### src/rtl/segment_pkg.sv
// segment_pkg: shared FSM states and BCD digit constants for the display encode path.
package segment_pkg;
    typedef enum logic [1:0] {IDLE, CONV, DONE} state_e;
    localparam int BCD_NIBBLE_W = 4;
    localparam int SEG_DIGITS_DEFAULT = 3;
endpackage

### src/rtl/bin_to_bcd_serial_if.sv
// bin_to_bcd_serial_if: valid/ready input word and held BCD result bundle.
interface bin_to_bcd_serial_if
    import segment_pkg::*;
#(
    parameter int DATA_W = 32,
    parameter int DIGITS = SEG_DIGITS_DEFAULT
);
    logic                           in_valid;
    logic                           in_ready;
    logic [DATA_W-1:0]              in_data;
    logic                           out_valid;
    logic                           out_ready;
    logic [BCD_NIBBLE_W*DIGITS-1:0] bcd;
    logic                           overflow;
    logic [DIGITS-1:0]              blank;
    modport master (
        output in_valid, in_data, out_ready,
        input  in_ready, out_valid, bcd, overflow, blank
    );
    modport slave (
        input  in_valid, in_data, out_ready,
        output in_ready, out_valid, bcd, overflow, blank
    );
endinterface

### src/rtl/bcd_digit_adj.sv
// bcd_digit_adj: double-dabble digit correction, adds 3 to a BCD nibble >= 5.
module bcd_digit_adj
    import segment_pkg::*;
(
    input  logic [BCD_NIBBLE_W-1:0] d_i,
    output logic [BCD_NIBBLE_W-1:0] d_o
);
    assign d_o = (d_i >= 4'd5) ? d_i + 4'd3 : d_i;
endmodule

### src/rtl/bin_to_bcd_serial.sv
// bin_to_bcd_serial: sequential shift-add-3 binary to BCD converter with held result.
// Optional leading-zero blank mask under BCD_LEADING_BLANK_EN.
module bin_to_bcd_serial
    import segment_pkg::*;
#(
    parameter int DATA_W = 32,
    parameter int DIGITS = SEG_DIGITS_DEFAULT
)(
    input logic                clk_i,
    input logic                rst_ni,
    bin_to_bcd_serial_if.slave bus
);
    localparam int BW = BCD_NIBBLE_W * DIGITS;
    localparam int CW = $clog2(DATA_W);

    state_e            state_q;
    logic [DATA_W-1:0] shift_q, shift_d;
    logic [BW-1:0]     work_q, work_adj, work_d, bcd_q;
    logic [CW-1:0]     cnt_q;
    logic              ovf_acc_q, ovf_acc_d, ovf_q, in_ready_q, out_valid_q;

    for (genvar i = 0; i < DIGITS; i++) begin : g_adj
        bcd_digit_adj u_adj (
            .d_i(work_q[i*BCD_NIBBLE_W +: BCD_NIBBLE_W]),
            .d_o(work_adj[i*BCD_NIBBLE_W +: BCD_NIBBLE_W])
        );
    end

    assign {work_d, shift_d} = {work_adj, shift_q} << 1;
    // the carry out of the top digit means the value has reached 10^DIGITS
    assign ovf_acc_d = ovf_acc_q | work_adj[BW-1];

`ifdef BCD_LEADING_BLANK_EN
    logic [DIGITS-1:0] blank_d, blank_q;
    always_comb begin
        blank_d = '0;
        for (int i = 1; i < DIGITS; i++)
            blank_d[i] = ((work_d >> (i*BCD_NIBBLE_W)) == '0);
    end
    assign bus.blank = blank_q;
`else
    assign bus.blank = '0;
`endif

    always_ff @(posedge clk_i or negedge rst_ni) begin
        if (!rst_ni) begin
            state_q     <= IDLE;
            shift_q     <= '0;
            work_q      <= '0;
            bcd_q       <= '0;
            cnt_q       <= '0;
            ovf_acc_q   <= 1'b0;
            ovf_q       <= 1'b0;
            in_ready_q  <= 1'b1;
            out_valid_q <= 1'b0;
`ifdef BCD_LEADING_BLANK_EN
            blank_q     <= '0;
`endif
        end else begin
            case (state_q)
                IDLE: if (bus.in_valid) begin
                    shift_q    <= bus.in_data;
                    work_q     <= '0;
                    ovf_acc_q  <= 1'b0;
                    cnt_q      <= CW'(DATA_W - 1);
                    in_ready_q <= 1'b0;
                    state_q    <= CONV;
                end
                CONV: begin
                    shift_q   <= shift_d;
                    work_q    <= work_d;
                    ovf_acc_q <= ovf_acc_d;
                    if (cnt_q == '0) begin
                        bcd_q       <= work_d;
                        ovf_q       <= ovf_acc_d;
                        out_valid_q <= 1'b1;
                        state_q     <= DONE;
`ifdef BCD_LEADING_BLANK_EN
                        blank_q     <= blank_d;
`endif
                    end else begin
                        cnt_q <= cnt_q - 1'b1;
                    end
                end
                DONE: if (bus.out_ready) begin
                    out_valid_q <= 1'b0;
                    in_ready_q  <= 1'b1;
                    state_q     <= IDLE;
                end
                default: state_q <= IDLE;
            endcase
        end
    end

    assign bus.in_ready  = in_ready_q;
    assign bus.out_valid = out_valid_q;
    assign bus.bcd       = bcd_q;
    assign bus.overflow  = ovf_q;
endmodule

### src/flat_wrapper.sv
// flat-port wrapper written by rule: the top's interface ports become plain ports
module bin_to_bcd_serial_flat import segment_pkg::*;
#(
    parameter int DATA_W = 32,
    parameter int DIGITS = SEG_DIGITS_DEFAULT
)
  (clk_i, rst_ni, bus_in_valid, bus_in_data, bus_out_ready, bus_in_ready, bus_out_valid, bus_bcd, bus_overflow, bus_blank);
  bin_to_bcd_serial_if #(.DATA_W(DATA_W), .DIGITS(DIGITS)) bus_i ();
  input logic clk_i;
  input logic rst_ni;
  input wire logic [$bits(bus_i.in_valid)-1:0] bus_in_valid;
  input wire logic [$bits(bus_i.in_data)-1:0] bus_in_data;
  input wire logic [$bits(bus_i.out_ready)-1:0] bus_out_ready;
  output wire logic [$bits(bus_i.in_ready)-1:0] bus_in_ready;
  output wire logic [$bits(bus_i.out_valid)-1:0] bus_out_valid;
  output wire logic [$bits(bus_i.bcd)-1:0] bus_bcd;
  output wire logic [$bits(bus_i.overflow)-1:0] bus_overflow;
  output wire logic [$bits(bus_i.blank)-1:0] bus_blank;
  assign bus_i.in_valid = bus_in_valid;
  assign bus_i.in_data = bus_in_data;
  assign bus_i.out_ready = bus_out_ready;
  assign bus_in_ready = bus_i.in_ready;
  assign bus_out_valid = bus_i.out_valid;
  assign bus_bcd = bus_i.bcd;
  assign bus_overflow = bus_i.overflow;
  assign bus_blank = bus_i.blank;
  bin_to_bcd_serial #(.DATA_W(DATA_W), .DIGITS(DIGITS)) u_core (.clk_i(clk_i), .rst_ni(rst_ni), .bus(bus_i));
endmodule
### config.mk
export PLATFORM = sky130hd
export DESIGN_NAME = bin_to_bcd_serial_flat
export DESIGN_NICKNAME = d
export VERILOG_FILES = /design/src/rtl/segment_pkg.sv /design/src/rtl/bin_to_bcd_serial_if.sv /design/src/rtl/bcd_digit_adj.sv /design/src/rtl/bin_to_bcd_serial.sv /design/src/flat_wrapper.sv
export SDC_FILE = /design/constraint.sdc
export NUM_CORES = 1
export LEC_CHECK = 0
export BUFFER_PORTS_ARGS = -buffer_cell sky130_fd_sc_hd__buf_2
export CAP_MARGIN = 10
export CELL_PAD_IN_SITES_DETAIL_PLACEMENT = 1
export CELL_PAD_IN_SITES_GLOBAL_PLACEMENT = 1
export CORE_MARGIN = 2
export CORE_UTILIZATION = 38
export CTS_CLUSTER_DIAMETER = 120
export DETAILED_ROUTE_END_ITERATION = 6
export GPL_TIMING_DRIVEN = 0
export PLACE_DENSITY = 0.74
export SLEW_MARGIN = 40
export SYNTH_ARGS = -nofsm -noshare
export SYNTH_HDL_FRONTEND = slang
export SYNTH_SLANG_ARGS = --single-unit
### constraint.sdc
create_clock -name clk_i -period 1.7 [get_ports clk_i]
set_clock_uncertainty 0.15 [all_clocks]
set_input_delay 0.085 -clock clk_i [delete_from_list [all_inputs] [get_ports clk_i]]
set_output_delay 0.085 -clock clk_i [all_outputs]
set_load 0.01 [all_outputs]
# After elaboration in Yosys (flattened, before gate mapping)
# Cells that the tools add are included.
# totals
out_inout_bits,18
input_bits,36
ff_bits,67
elab_cells,55
# classes
n_addsub,4
reduce_logical,11
order_cmp,3
eq_ne,6
bitwise_logic,1
muxes,21
# op_table
operator,n
32-bit case mux with 2 select lines,1
32-bit two-way mux,1
12-bit case mux with 2 select lines,1
4-bit by 2-bit adder with 4-bit output (second input constant),3
4-bit by 3-bit >= comparator with 1-bit output (second input constant),3
12-bit two-way mux,1
4-bit two-way mux,3
3-bit AND reduction,4
5-bit two-way mux,2
5-bit case mux with 2 select lines,1
2-bit two-way mux,3
2-bit != test (second input constant),3
1-bit case mux with 2 select lines,3
2-bit case mux with 3 select lines,1
2-bit nonzero test,3
5-bit zero test,1
5-bit by 1-bit subtractor with 5-bit output (second input constant),1
1-bit two-way mux,4
2-bit AND reduction,2
2-bit by 1-bit == test with 1-bit output (second input constant),1
2-bit == test (second input constant),1
2-bit zero test,1
2-bit by 1-bit != test with 1-bit output (second input constant),1
1-bit bitwise OR,1

# Logic depth before layout (Yosys ltp)
# Gate-level depths: netlist of the first run.
# logic_depth
depth_word,4
depth_mapped,7

# Modules after synthesis
# From an unflattened synthesis of the first run, not the netlist that was laid out.
# hier_totals
hier_cells,300
hier_area_um2,3234.4
# modules_own_cells
mod,instances,cells_each,area_each_um2,seq_area_each_um2
bin_to_bcd_serial,1,252,2930.3,1677.9
bcd_digit_adj,3,16,101.3,0.0

# Least setup slack after synthesis of the first run
# Ideal clock, no wire load.
# synth_timing
path_type,register to register
from,register u_core.work_q[0]
to,register u_core.work_q[2]
t_arrival_ps,1443
period_less_slack_ps,1676
setup_time_ps,83
slack_ps,24
stages_incl_launch_ff,7
path_cell_list,dfrtp_1 -> inv_1 -> ha_1 -> nand2b_1 -> a21oi_1 -> mux2_2 -> o21ai_0
# synth_between
elab_chain_len,3
elab_cells_between_ends,4
# synth_rtl
element,line,rtl
"start, declared",bin_to_bcd_serial.sv:18,"logic [BW-1:0] work_q, work_adj, work_d, bcd_q;"
"start signal, assigned",bin_to_bcd_serial.sv:71,work_q <= work_d;
4-bit by 2-bit adder with 4-bit output / 4-bit by 3-bit >= comparator with 1-bit output (equally long branches),bcd_digit_adj.sv:8,assign d_o = (d_i >= 4'd5) ? d_i + 4'd3 : d_i;
4-bit two-way mux (*),bcd_digit_adj.sv:8,
12-bit case mux with 2 select lines (*),bin_to_bcd_serial.sv:60,case (state_q)
# Every way passes the cells marked *; elsewhere a longest branch is shown, timed or not.
# A chain may end at the register's enable or synchronous reset.

# Worst setup path in the final report of the first run
# layout_timing
from,register u_core.state_q[1]
to,register u_core.cnt_q[3]
# layout_between
elab_chain_len,3
elab_cells_between_ends,7
# layout_rtl
element,line,rtl
"start, declared",bin_to_bcd_serial.sv:16,state_e state_q;
"start signal, assigned",bin_to_bcd_serial.sv:47,state_q <= IDLE;
"start signal, assigned",bin_to_bcd_serial.sv:67,state_q <= CONV;
"start signal, assigned",bin_to_bcd_serial.sv:77,state_q <= DONE;
2-bit by 1-bit == test with 1-bit output / 2-bit zero test (equally long branches),bin_to_bcd_serial.sv:60,
2-bit != test (no line) / 2-bit nonzero test (equally long branches),-,
3-bit AND reduction (no line),-,
"end signal, assigned",bin_to_bcd_serial.sv:65,cnt_q <= CW'(DATA_W - 1);
"end signal, assigned",bin_to_bcd_serial.sv:82,cnt_q <= cnt_q - 1'b1;
"end, declared",bin_to_bcd_serial.sv:19,logic [CW-1:0] cnt_q;
# Several ways; a longest one is shown, not always the timed one.

==> impl_metrics.yaml, run 1 <==
outcome:
  status: "completed"
power:
  combPwrFrac: 0.473
  totalPowerFinal_mw: 7.61
  p_sw_mw: 3.07
  ir_drop_uv: 627
  p_leak_nw: 2.07
  pwr-share-seq: 0.374
  power_frac_clock: 0.153
  powerDensity_nw_per_um2: 1710
  internal_power_mw: 4.54
  p_sw_frac: 0.403
yosys:
  synth_area_sq_um: 3140
  synthCells: 354
  synth_top_cell_by_area: "dfrtp_1"
  synthFlopType: "dfrtp_1"
  synth_top_area_frac: 0.525
  synthArstFlopShare: 1.00
  synth-seq-cells: 67
  ys_seq_area_frac: 0.534
  synth_area_leaders: "dfrtp_1 53%, nand2_1 10%, a31oi_1 6.2%"
  synth_commonest_cells: "84 x nand2_1, 66 x dfrtp_1, 36 x nor2_1, 31 x a31oi_1, 30 x o21ai_0"
  yosysMostFrequentCell: "nand2_1"
  ys_types: 30
  synth_edf_count: 0
  avgSynthCellArea_sq_um: 8.88
  yosys_warnings: 0
global_routing:
  grt_pass1_vias: 3165
  track_usage: 0.218
  grt_pass1_wl_mm: 15.2
  grt_max_degree: 36
  grt.overflow.total: 0
  antenna_found_initial: 0
critical_path:
  reg2reg_depth: 3
  arrival_ns: 1.77
  end_kind: "flop"
  worst_setup_path_start_kind: "flop"
  crit_fanout: 6
  critPathKind: "reg -> reg"
  required_ns: 1.77
clock_tree:
  clock_sinks: 67
  cts-htree-levels: 3
  cts_buffer_depth: 2
  cts_buffers: 9
  clk_latency_ns: 0.34
  cts_tree: "built"
  clockRootBuffer: "clkbuf_8"
  clkTransAtPathRegs_ns: 0.07
sta:
  maxSlewViolCount: 0
  setup_viol: 0
  rsz0062_at_grt: "true"
  tightest_slew_ns: 0.523
  final.min_clock_period_ns: 1.70
  fmax_ghz: 0.589
  post-route-period-util: 0.998
  max_slew_margin: 0.651
  hold_violations: 0
drt:
  wl_met1_mm: 3.90
  vias: 2991
  via_per_inst: 5.12
  drt_first_pass_iters: 4
  routedWlPerCell_microns: 15.7
  wl_met3_microns: 274
  drt_iter0_drc: 118
  drc_errors: 0
  drt-total-wl_mm: 9.19
  top_layer_used: "met4"
  met2_length_mm: 4.96
  ant_nets: 0
floorplanning:
  die_x_microns: 94.9
  die_h_microns: 94.9
  core_area_sq_um: 8130
  pin_count: 54
  dieArea_sq_um: 9010
  start_util: 0.386
  rows: 33
layout:
  final_cells: 584
  antenna_cells: 0
  drive_above_1_share: 0.296
  area_growth_pct: 41.4
  fin_nets: 517
placement:
  routabilityCongestion: 0.741
  portBuffers: 50
  dp.cells: 512
  hpwlAfterDp_mm: 5.64
job:
  cap_violations: 0
min_path:
  holdCritPathClass: "in -> async"
-- power by group through the flow --
stage                     Combinational, mW  Sequential [mW]  Clock (mW)
after floorplan                        1.92             2.74           0
after global placement                 2.57             2.77           0
after detailed placement               2.75             2.81           0
after CTS                              3.18             2.80        1.20
after global routing                   4.08             2.94        1.28
final                                  3.60             2.85        1.16
-- per-layer routing --
metal / up-vias / global-route usage
li1: 1432 / -
met1: 1498 / 0.263
met2: 56 / 0.397
met3: 5 / 0.0519
met4: 0 / 0.0386
met5: - / 0
-- flip-flops by register name (all words and copies together) (netlist names) --
signal and cells:
u_core.cnt_q 5, u_core.bus.overflow 1, u_core.shift_q 32, u_core.bus.in_ready 1, u_core.ovf_acc_q 1, u_core.state_q 2
u_core.work_q 12, u_core.bus.bcd 12, u_core.bus.out_valid 1
-- repair_timing --
item	in CTS	in global routing
setup endpoints to repair	57	54
setup buffers	9	11
hold buffers	35	0
gates cloned	1	2
endpoints found under the hold margin	101	0
pin swaps	4	7
gates resized for setup	29	34
-- worst paths after layout --
check,from,to,slack (ns)
worst max-delay path,u_core.state_q[1],u_core.cnt_q[3],0.003
worst min-delay path,rst_ni,u_core.bus.out_valid,0.05
worst max register to register,u_core.state_q[1],u_core.cnt_q[3],0.003
worst min register to register,u_core.bus.bcd[3],u_core.bus.bcd[3],0.34
max in group asynchronous,rst_ni,u_core.bus.in_ready,0.81
min in group clk_i,u_core.bus.bcd[3],u_core.bus.bcd[3],0.34
-- worst max-delay path: stages, from the launching register on --
cell	delay, ns
dfrtp_2	0.43
nand2b_1	0.24
or4_4	0.45
a211o_1	0.30
-- cells by family after synthesis --
family | Yosys count | share of synthesized area
AO/OA/AOI/OAI | 82 | 0.149
buffers and inverters | 36 | 0.0522
multiplexers | 4 | 0.0143
other | 1 | 0.00119
adder cells (fa/ha/maj) | 7 | 0.0279
flip-flops | 67 | 0.534
XOR/XNOR | 3 | 0.00836
AND/OR/NAND/NOR | 154 | 0.213
-- final cells by class --
type	count	area, sq um
Buffer	23	148
Clock buffer	13	149
Clock inverter	3	15.0
Fill cell	978	3690
Inverter	11	41.3
Multi-Input combinational cell	254	1470
Sequential cell	67	1680
Tap cell	105	131
Timing Repair Buffer	108	813
-- through the flow --
step / cell area [sq um] / worst slack (ns) / utilization / hold slack [ns] / TNS (ns)
3_3_place_gp: 3530 / -0.348 / 0.434 / 0.154 / -5.91
3_5_place_dp: 3560 / -0.397 / 0.437 / -0.151 / -6.85
4_1_cts: 4240 / -0.0111 / 0.521 / 0.0452 / -0.0111
2_1_floorplan: 3150 / 0.0241 / - / -0.361 / 0
5_1_grt: 4440 / -0.0674 / 0.546 / 0.0567 / -1.38
6_report: 4440 / 0.00259 / 0.546 / 0.0460 / 0
-- layout by cell type (no fill, tap or decap), types with 2 or more instances in the layout --
cell type       n
clkbuf_4        2
nand2_2         4
o21ai_1        10
nand2b_1        2
a21oi_4         2
dfrtp_2         2
nor3_1          5
xnor2_1         3
inv_2           8
ha_2            2
buf_6           2
dfrtp_1        64
clkinv_2        3
clkbuf_8       10
nand2b_4        3
dlygate4sd3_1  35
nor3b_1         7
a31oi_1        31
buf_2          59
nand2_1        81
mux2_4          3
o21ai_0        20
nand3_1        12
conb_1          3
clkbuf_1        7
a21oi_1        11
a211o_1         2
nor2_1         36
inv_1           3
ha_4            4
buf_8           2
buf_4          25
(Power assumes the default switching activity.)
==> run 2: changes to the inputs <==
Settings changed: CORE_UTILIZATION 38 to 45, PLACE_DENSITY 0.74 to 0.82.
Clock period 1.7 ns to 2.1 ns, I/O delays scaled along.
==> run 2 against run 1 <==
Compared with the run above:
- cell area shrank 7.6%
- worst hold slack lost 0.0057 ns
- via count shrank 2.2%
- critical endpoint is now u_core.work_q[6]
- largest cell class unchanged
==> impl_metrics.yaml, run 2 (synthesized netlist as in run 1, its figures left out) <==
outcome:
  status: "completed"
layout:
  fill_cells: 816
  antenna_cells: 0
  drive_above_1_share: 0.202
  largest_reg_flops: 32
  final_cell_mix: "84 x nand2_1, 66 x dfrtp_1, 63 x buf_2, 36 x nor2_1, 35 x dlygate4sd3_1"
  regMostFlops: "u_core.shift_q"
  fin_nets: 498
  final_common_cell: "nand2_1"
  area_growth_pct: 30.7
  final_cells: 556
sta:
  tns_ns: 0
  hold_violations: 0
  rsz0062_at_grt: "false"
  setup_viol: 0
  final.min_clock_period_ns: 1.94
  maxSlewViolCount: 0
  fmax_ghz: 0.517
  fin_ws_ns: 0.164
  max_slew_margin: 0.633
  fin_hold_ws_ns: 0.0403
  tightest_slew_ns: 0.551
  post-route-period-util: 0.922
critical_path:
  arrival_ns: 2.05
  slowest_stage: "dfrtp_1"
  crit_fanout: 5
  worst_setup_path_start_kind: "flop"
  path_cells: "inv_1, ha_1, nand2b_1, a21oi_1, mux2_2, o21ai_0"
  required_ns: 2.21
  max_stage_delay_ns: 0.41
  end_kind: "flop"
  critPathKind: "reg -> reg"
clock_tree:
  clkTransAtPathRegs_ns: 0.08
  clockRootBuffer: "clkbuf_8"
  cts_buffer_depth: 2
  clk_latency_ns: 0.35
  clock_sinks: 67
  cts_tree: "built"
  cts_buffers: 9
  cts-htree-levels: 3
floorplanning:
  start_util: 0.463
  die_x_microns: 87.6
  rows: 30
  die_h_microns: 87.6
  dieArea_sq_um: 7670
  pin_count: 54
  core_area_sq_um: 6790
placement:
  portBuffers: 50
  dp.cells: 503
  pre_cts_slack_ns: 0.0219
  hpwlAfterDp_mm: 5.61
  routabilityCongestion: 0.787
drt:
  via_per_inst: 5.26
  drc_errors: 0
  drt-total-wl_mm: 9.06
  ant_nets: 0
  routedWlPerCell_microns: 16.3
  drt_first_pass_iters: 4
  drt_iter0_drc: 149
  vias: 2926
power:
  power_frac_clock: 0.188
  p_sw_mw: 2.27
  ir_drop_uv: 583
  p_sw_frac: 0.403
  p_leak_nw: 1.95
  combPwrFrac: 0.408
  internal_power_mw: 3.36
  pwr-share-seq: 0.404
  powerDensity_nw_per_um2: 1370
global_routing:
  grt_pass1_vias: 3214
  grt_max_degree: 42
  grt_pass1_wl_mm: 15.4
  antenna_found_initial: 0
  track_usage: 0.261
  grt.overflow.total: 0
job:
  cap_violations: 0
min_path:
  holdCritPathClass: "in -> async"
[run 2: cell count changes in the layout (fill, tap and decap cells not counted), moves of 4 or more]
| cell | change |
|---|---|
| o21ai_1 | -9 |
| ha_4 | -4 |
| ha_1 | +6 |
| buf_4 | -20 |
| inv_1 | +8 |
| o21ai_0 | +10 |
| inv_2 | -8 |
| buf_2 | +4 |
[run 2: through the flow]
stage / power (mW) / util / instance area [sq um]
2_1_floorplan: 3.77 / - / 3150
3_3_place_gp: 4.31 / 0.518 / 3520
3_5_place_dp: 4.49 / 0.522 / 3550
4_1_cts: 5.60 / 0.602 / 4090
5_1_grt: 6.09 / 0.605 / 4110
6_report: 5.62 / 0.605 / 4110
[run 2: power by group through the flow]
stage	registers, mW	logic (mW)	clock network [mW]
finish	2.27	2.30	1.06
global route	2.35	2.61	1.13
CTS	2.26	2.28	1.07
detailed placement	2.27	2.22	0
global placement	2.24	2.07	0
floorplan	2.22	1.55	0
[run 2: area by class of cell]
cell class | count | area, sq um | area share
Timing Repair Buffer | 88 | 642 | 0.156
Multi-Input combinational cell | 253 | 1310 | 0.320
Buffer | 25 | 123 | 0.0299
Inverter | 11 | 41.3 | 0.0101
Clock buffer | 15 | 186 | 0.0454
Sequential cell | 67 | 1680 | 0.408
Clock inverter | 1 | 5.00 | 0.00122
Tap cell | 96 | 120 | 0.0292
[run 2: layer usage]
| metal | wire [microns] | GRT usage | part of all wire |
|---|---|---|---|
| met1 | 3840 | 0.322 | 0.42 |
| met2 | 4790 | 0.463 | 0.53 |
| met3 | 275 | 0.0377 | 0.030 |
| met4 | 158 | 0.0993 | 0.017 |
| met5 | 0 | 0 | 0 |
[run 2: path summary, 6_finish.rpt]
path                              startpoint  cells past startpoint  slack, ns            endpoint
max reg2reg                 u_core.work_q[4]                      6       0.16    u_core.work_q[6]
max                         u_core.work_q[4]                      6       0.16    u_core.work_q[6]
min                                   rst_ni                      2       0.04  u_core.shift_q[18]
min in group clk_i              bus_in_valid                      5       0.26  u_core.shift_q[19]
max in group asynchronous             rst_ni                      3       1.25     u_core.cnt_q[3]
min reg2reg                u_core.bus.bcd[8]                      2       0.33   u_core.bus.bcd[8]
[run 2: repair_timing]
| action | 4_1_cts | 5_1_grt |
|---|---|---|
| buffers inserted | 0 | 2 |
| gates resized for setup | 0 | 1 |
| hold buffers | 35 | 0 |
| hold endpoints to repair | 102 | 0 |
| setup endpoints to repair | 0 | 12 |
[run 2: worst max-delay path: cells and delay by family, from the launching register on]
| kind | cells | cell delay [ns] |
|---|---|---|
| multiplexers | 1 | 0.39 |
| adder cells (fa/ha/maj) | 1 | 0.27 |
| buffers and inverters | 1 | 0.11 |
| flip-flops | 1 | 0.41 |
| AND/OR/NAND/NOR | 1 | 0.09 |
| AO/OA/AOI/OAI | 2 | 0.44 |
